==> src/rtl/leg_solver.sv <==
// Unknown right-triangle leg: y = floor(sqrt(r*r - x*x)) via an 8-step restoring square root.
// Optional round-to-nearest on the final result when LEG_SOLVER_ROUND_EN is defined.
module leg_solver (
  input  logic       clk,
  input  logic       rst_n,
  input  logic       ena,
  input  logic       start,
  input  logic [7:0] r_in,
  input  logic [7:0] x_in,
  output logic [7:0] y_out,
  output logic       busy,
  output logic       done,
  output logic       err
);

  typedef enum logic [2:0] {
    IDLE   = 3'd0,
    SQUARE = 3'd1,
    DIFF   = 3'd2,
    ITER   = 3'd3,
    DONE   = 3'd4
  } state_t;

  state_t      state_reg, state_next;
  logic [7:0]  r_reg, x_reg;
  logic [15:0] r_sq_reg, x_sq_reg, diff_reg;
  logic [7:0]  result_reg, bit_reg;
  logic        err_flag_reg;
  logic [7:0]  y_out_reg;
  logic        err_reg, done_reg;

  logic [7:0]  trial;
  logic [15:0] trial_sq;
  logic [7:0]  y_final;

  // Candidate for this restoring step: current result with the trial bit set.
  always_comb begin
    trial    = result_reg | bit_reg;
    trial_sq = {8'h00, trial} * {8'h00, trial};
  end

`ifdef LEG_SOLVER_ROUND_EN
  logic [15:0] result_sq, remainder;

  // Round up when the remainder exceeds result, i.e. sqrt(diff) >= result + 0.5.
  always_comb begin
    result_sq = {8'h00, result_reg} * {8'h00, result_reg};
    remainder = diff_reg - result_sq;
    y_final   = (remainder > {8'h00, result_reg}) ? result_reg + 8'd1 : result_reg;
  end
`else
  assign y_final = result_reg;
`endif

  always_ff @(posedge clk or negedge rst_n) begin
    if (!rst_n) begin
      state_reg <= IDLE;
    end else if (ena) begin
      state_reg <= state_next;
    end
  end

  always_comb begin
    state_next = state_reg;
    case (state_reg)
      IDLE:    if (start) state_next = SQUARE;
      SQUARE:  state_next = DIFF;
      DIFF:    state_next = ITER;
      ITER:    if (bit_reg == 8'h01) state_next = DONE;
      DONE:    state_next = IDLE;
      default: state_next = IDLE;
    endcase
  end

  always_ff @(posedge clk or negedge rst_n) begin
    if (!rst_n) begin
      r_reg        <= 8'h00;
      x_reg        <= 8'h00;
      r_sq_reg     <= 16'h0000;
      x_sq_reg     <= 16'h0000;
      diff_reg     <= 16'h0000;
      result_reg   <= 8'h00;
      bit_reg      <= 8'h00;
      err_flag_reg <= 1'b0;
      y_out_reg    <= 8'h00;
      err_reg      <= 1'b0;
      done_reg     <= 1'b0;
    end else if (ena) begin
      // done is a one-enabled-cycle pulse; it holds while ena is low.
      done_reg <= (state_reg == DONE);
      case (state_reg)
        IDLE: begin
          if (start) begin
            r_reg <= r_in;
            x_reg <= x_in;
          end
        end
        SQUARE: begin
          r_sq_reg <= {8'h00, r_reg} * {8'h00, r_reg};
          x_sq_reg <= {8'h00, x_reg} * {8'h00, x_reg};
        end
        DIFF: begin
          if (x_reg <= r_reg) begin
            diff_reg     <= r_sq_reg - x_sq_reg;
            err_flag_reg <= 1'b0;
          end else begin
            diff_reg     <= 16'h0000;
            err_flag_reg <= 1'b1;
          end
          result_reg <= 8'h00;
          bit_reg    <= 8'h80;
        end
        ITER: begin
          if (trial_sq <= diff_reg) result_reg <= trial;
          bit_reg <= bit_reg >> 1;
        end
        DONE: begin
          y_out_reg <= y_final;
          err_reg   <= err_flag_reg;
        end
        default: ;
      endcase
    end
  end

  assign busy  = (state_reg != IDLE);
  assign done  = done_reg;
  assign y_out = y_out_reg;
  assign err   = err_reg;

endmodule

==> config.mk <==
export PLATFORM = sky130hd
export DESIGN_NAME = leg_solver
export DESIGN_NICKNAME = d
export VERILOG_FILES = /design/src/rtl/leg_solver.sv
export SDC_FILE = /design/constraint.sdc
export NUM_CORES = 1
export LEC_CHECK = 0
export CAP_MARGIN = 0
export CORE_MARGIN = 3
export CORE_UTILIZATION = 60
export CTS_BUF_LIST = sky130_fd_sc_hd__clkbuf_8 sky130_fd_sc_hd__clkbuf_16
export CTS_CLUSTER_SIZE = 40
export DETAILED_ROUTE_END_ITERATION = 8
export DONT_BUFFER_PORTS = 1
export GPL_TIMING_DRIVEN = 0
export PLACE_DENSITY_LB_ADDON = 0.3
export SETUP_SLACK_MARGIN = 0.1
export SYNTH_ARGS = -nofsm -noshare
export SYNTH_HDL_FRONTEND = slang
export SYNTH_SLANG_ARGS = --single-unit
==> constraint.sdc <==
create_clock -name clk -period 5.5 [get_ports clk]
set_input_delay 1.1 -clock clk [delete_from_list [all_inputs] [get_ports clk]]
set_output_delay 1.1 -clock clk [all_outputs]
set_load 0.01 [all_outputs]
-- Word-level counts from Yosys, hierarchy flattened
Cells that the tools add are included.
- add/subtract/negate cells: 1
- mux-type cells: 8
- bitwise gates (word level): 1
- reduce and logical (&&, ||, !) cells: 10
- multipliers: 3
- equality and inequality tests: 8
- magnitude comparators: 2
- operators by type and width (cell ; number):
    $mul 8x8->16 ; 3
    $pmux 8 s2 ; 2
    $le 16x16->1 ; 1
    $mux 16 ; 1
    $sub 16x16->16 ; 1
    $pmux 3 s4 ; 1
    $reduce_and 3->1 ; 3
    $eq 8x1->1 const B ; 1
    $le 8x8->1 ; 1
    $mux 8 ; 1
    $or 8x8->8 ; 1
    $reduce_and 2->1 ; 4
    $eq 3x2->1 const B ; 2
    $mux 3 ; 2
    $ne 2x2->1 const B ; 3
    $eq 3x1->1 const B ; 1
    $eq 3x3->1 const B ; 1
    $logic_not 3->1 ; 1
    $reduce_bool 3->1 ; 1
    $reduce_bool 2->1 ; 1
    $mux 1 ; 1
- output and inout bits: 11
- logic and storage cells: 45
- input port bits: 20
- flip-flop bits (word level): 94

-- Depth between registers and ports, before layout
- word-level depth: 5
- depth in mapped cells: 25
- depth with buffers taken out: 24

-- Worst setup path before layout
No wires, ideal clock.
- path kind: reg2reg
- start point: register bit_reg[5]
- end point: register result_reg[0]
- cell stages (with the launch flop): 24
- data required time: 5.423 ns
- setup time: 0.077 ns
- path slack: -0.026 ns
- buffers on the path: 0
- clock period less this slack: 5.526 ns
- arrival time: 5.449 ns
- cells stage by stage: dfrtp_1 > nor2_1 > inv_1 > nand2_1 > inv_1 > fa_1 > fa_1 > inv_1 > fa_1 > fa_1 > inv_1 > ha_1 > o21a_1 > a21bo_2 > a21oi_1 > mux2i_1 > nand3_1 > ha_1 > nand4_1 > nor4_1 > nor3_1 > o21ai_1 > a21oi_1 > a21oi_1
- cells in the longest elaborated chain, start to end: 5
- ends and longest elaborated chain (item ; RTL line ; RTL):
    start: declaration ; 27 ; logic [7:0] result_reg, bit_reg;
    start signal: assignment ; 115 ; bit_reg <= bit_reg >> 1;
    $or 8x8->8 ; 38 ; trial = result_reg | bit_reg;
    $mul 8x8->16 ; 39 ; trial_sq = {8'h00, trial} * {8'h00, trial};
    $le 16x16->1 ; 114 ; if (trial_sq <= diff_reg) result_reg <= trial;
    $ne 2x2->1 (no line) ; n/a ;
    $reduce_and 3->1 (no line) ; n/a ;
    end signal: assignment ; 114 ;
    end: declaration ; 27 ;
Every way passes these cells.
A chain may end at the register's enable or synchronous reset.

-- Worst setup path in the final report
- start point: register result_reg[5]
- end point: register result_reg[3]
- cells in the longest elaborated chain, start to end: 5
- ends and longest elaborated chain (item ; RTL line):
    $or 8x8->8 ; 38
    $mul 8x8->16 ; 39
    $le 16x16->1 ; 114
    $ne 2x2->1 (no line) ; n/a
    $reduce_and 3->1 (no line) ; n/a
Every way passes these cells.

==> results.sh <==
export IMPL_drc=0
export IMPL_setup_slack_ps=-108
export IMPL_violations="setup timing"
export IMPL_slowest_stage="fa_2"
export IMPL_clockRootBuffer="clkbuf_16"
export IMPL_drt_pass1_iterations=5
export IMPL_final_antenna_net_count=0
export IMPL_skew_ps=12.7
export IMPL_gr_total_overflow=0
export IMPL_ys_flop_type="dfrtp_1"
export IMPL_wl_met3_um=554
export IMPL_cts_max_path_buffers=2
export IMPL_critPathBufInv=3
export IMPL_avgViaCountPerCell=5.63
export IMPL_grt_usage_pct=23.5
export IMPL_wire_per_inst_um=15.7
export IMPL_die_area_um2=17500
export IMPL_synth_enable_flop_cells=0
export IMPL_area_growth_pct=10.8
export IMPL_highest_layer="met4"
export IMPL_num_nets_final=1301
export IMPL_rsz0062_at_grt="true"
export IMPL_cts_htree_levels=3
export IMPL_ys_ff_latch=92
export IMPL_worstSkewPairLatency_ps=350
export IMPL_synth_warnings=0
export IMPL_synthesis_nets=1270
export IMPL_end_kind="register"
export IMPL_slew_violations=0
export IMPL_cts_tree="yes"
export IMPL_drive_above_1_share_pct=14.5
export IMPL_tns_ps=-698
export IMPL_antenna_found_initial=0
export IMPL_clk_pin_slew_worst_paths_ps=80
export IMPL_dr_wl_met2_mm=11.0
export IMPL_die_x_um=132
export IMPL_wl_mm=20.3
export IMPL_maxSlewHeadroom_pct=41.8
export IMPL_critPathLaunchType="register"
export IMPL_critPathMaxFanout=8
export IMPL_io_buffers=0
export IMPL_grt_pass1_wl_mm=34.3
export IMPL_fmax_mhz=178
export IMPL_synthCells=1048
export IMPL_critical_path_max_stage_delay_ps=590
export IMPL_gp_congestion=0.823
export IMPL_ys_seq_area_share_pct=24.0
export IMPL_cp_common_cell="a21oi_1"
export IMPL_hpwlAfterDp_mm=15.2
export IMPL_n_antenna_cell=0
export IMPL_clock_sinks=92
export IMPL_die_h_um=132
export IMPL_period_share_pct=102
export IMPL_initial_core_util_pct=62.1
export IMPL_cts_made_buffers=9
export IMPL_cp_cell_sequence="nor2_4 > buf_6 > nor2_2 > fa_2 > xor2_2 > xnor2_2 > fa_1 > fa_1 > inv_1 > ha_4 > o21a_1 > a21bo_4 > a21oi_1 > or4_1 > nand3_2 > ha_4 > nand4_1 > nor4_2 > nor3_2 > buf_4 > o21ai_4 > a21oi_1 > a21oi_1"
export IMPL_crit_required_ps=5780
export IMPL_core_area_um2=15400
export IMPL_cap_violations=0
export IMPL_setup_viol=8
export IMPL_syn_avg_cell_area_um2=9.14
export IMPL_hold_viol=0
export IMPL_postSynth_asyncResetShare_pct=100
export IMPL_tightest_slew_ps=867
export IMPL_met1_length_mm=8.48
export IMPL_critPathKind="reg -> reg"
export IMPL_cpLargestDelayFamily="adder cells"
export IMPL_post_place_ws_ps=-860
export IMPL_grt_pass1_vias=7431
export IMPL_min_period_ps=5610
export IMPL_rows=45
export IMPL_vias=7292
export IMPL_syn_cell_area_um2=9580
export IMPL_grt_max_degree=93
export IMPL_ys_types=62
export IMPL_io_pins=31
export IMPL_outcome="finished with violations"
export IMPL_largest_register_ffs=16
export IMPL_hold_class="in -> async"
export IMPL_timing_hold_ws_ps=451
export IMPL_drtIter0Drc=295
export IMPL_arrival_ps=5890
==> logic make-up (layout without fill, tap and decap cells) <==
logic type | Yosys count | in the layout | share of synthesized area, %
simple gates | 249 | 249 | 11.9
compound gates | 227 | 227 | 15.2
fa+ha+maj | 202 | 202 | 32.3
buf+inv | 189 | 225 | 7.57
flops | 92 | 92 | 24.0
xor+xnor | 54 | 54 | 4.94
mux | 35 | 35 | 4.09
==> worst register-to-register path: stages (launching register included) <==
cell     delay (ps)
dfrtp_2         460
nor2_4          170
buf_6           130
nor2_2           60
fa_2            590
xor2_2          220
xnor2_2         160
fa_1            490
fa_1            520
inv_1            70
ha_4            240
o21a_1          190
a21bo_4         210
a21oi_1          90
or4_1           490
nand3_2         110
ha_4            140
nand4_1         190
nor4_2          390
nor3_2           90
buf_4           150
o21ai_4         130
a21oi_1         110
a21oi_1         130
==> layout by cell type (no fill, tap or decap), types with 25 or more instances in the layout <==
master,Yosys,layout
nand2_1,92,91
dfrtp_1,92,77
xnor2_1,28,27
fa_1,76,75
inv_1,164,160
mux2_2,33,33
a21oi_1,59,49
nor2_1,73,61
xor2_1,26,25
ha_1,126,121
o21ai_0,61,52
==> cells in the mapped netlist (all sizes together) (5+ instances only) <==
library cell    n  share of area [%]
a211oi         12               0.94
a21o           19                1.5
a21oi          59                3.1
a22o            7               0.64
and2           13               0.85
and3            8               0.52
buf             9               0.52
clkbuf         15               0.59
dfrtp          92                 24
fa             76                 16
ha            126                 16
inv           165                6.5
mux2           33                3.9
nand2          93                3.7
nand3          13               0.68
nand4           6               0.39
nor2           74                3.0
nor2b          10               0.65
nor3           13               0.68
o211ai          7               0.55
o21a           12               0.94
o21ai          71                3.7
o31ai          11               0.91
o41ai           5               0.61
xnor2          28                2.6
xor2           26                2.4
==> final timing paths <==
path,from,endpoint,slack [ps],cells past startpoint
worst max register to register,result_reg[5]$_DFFE_PN0P_,result_reg[3]$_DFFE_PN0P_,-110,23
worst min register to register,diff_reg[11]$_DFFE_PN0P_,diff_reg[11]$_DFFE_PN0P_,480,2
max in group asynchronous,rst_n,bit_reg[0]$_DFFE_PN0P_,4910,0
worst max-delay path,result_reg[5]$_DFFE_PN0P_,result_reg[3]$_DFFE_PN0P_,-110,23
min in group clk,diff_reg[11]$_DFFE_PN0P_,diff_reg[11]$_DFFE_PN0P_,480,2
worst min-delay path,rst_n,x_sq_reg[10]$_DFFE_PN0P_,450,0
==> final cells by class <==
class | instances | area (µm²)
clock buffer | 9 | 225
timing repair buffer | 23 | 176
buffer | 21 | 95.1
inverter | 165 | 624
tap | 211 | 264
multi-input combinational | 767 | 6830
sequential | 92 | 2320
fill | 1199 | 4810
clock inverter | 7 | 80.1
==> timing repair <==
item                                   in CTS  in global routing
hold buffers                                0                  0
gates resized for setup                    56                 30
endpoints found under the hold margin       0                  0
gates cloned                                0                  0
setup endpoints to repair                   8                  8
setup buffers                              17                  6
pin swaps                                  25                 21
==> per-stage QoR <==
| stage | instance area [µm²] | util, % | std cells |
|---|---|---|---|
| after global routing | 10600 | 68.8 | 1295 |
| after global placement | 9870 | 63.9 | 1259 |
| after detailed placement | 9870 | 63.9 | 1259 |
| final | 10600 | 68.8 | 1295 |
| after CTS | 10500 | 67.9 | 1289 |
| after floorplan | 9600 | - | 1048 |
==> per-layer routing <==
layer / vias to the layer above / GRT usage (%)
li1: 3595 / -
met1: 3538 / 28.4
met2: 138 / 44.0
met3: 21 / 3.32
met4: 0 / 5.77
met5: - / 0
Power is left out: the tool's default activity adds up to more than one toggle a clock period on the data nets, which glitch-free logic cannot reach.
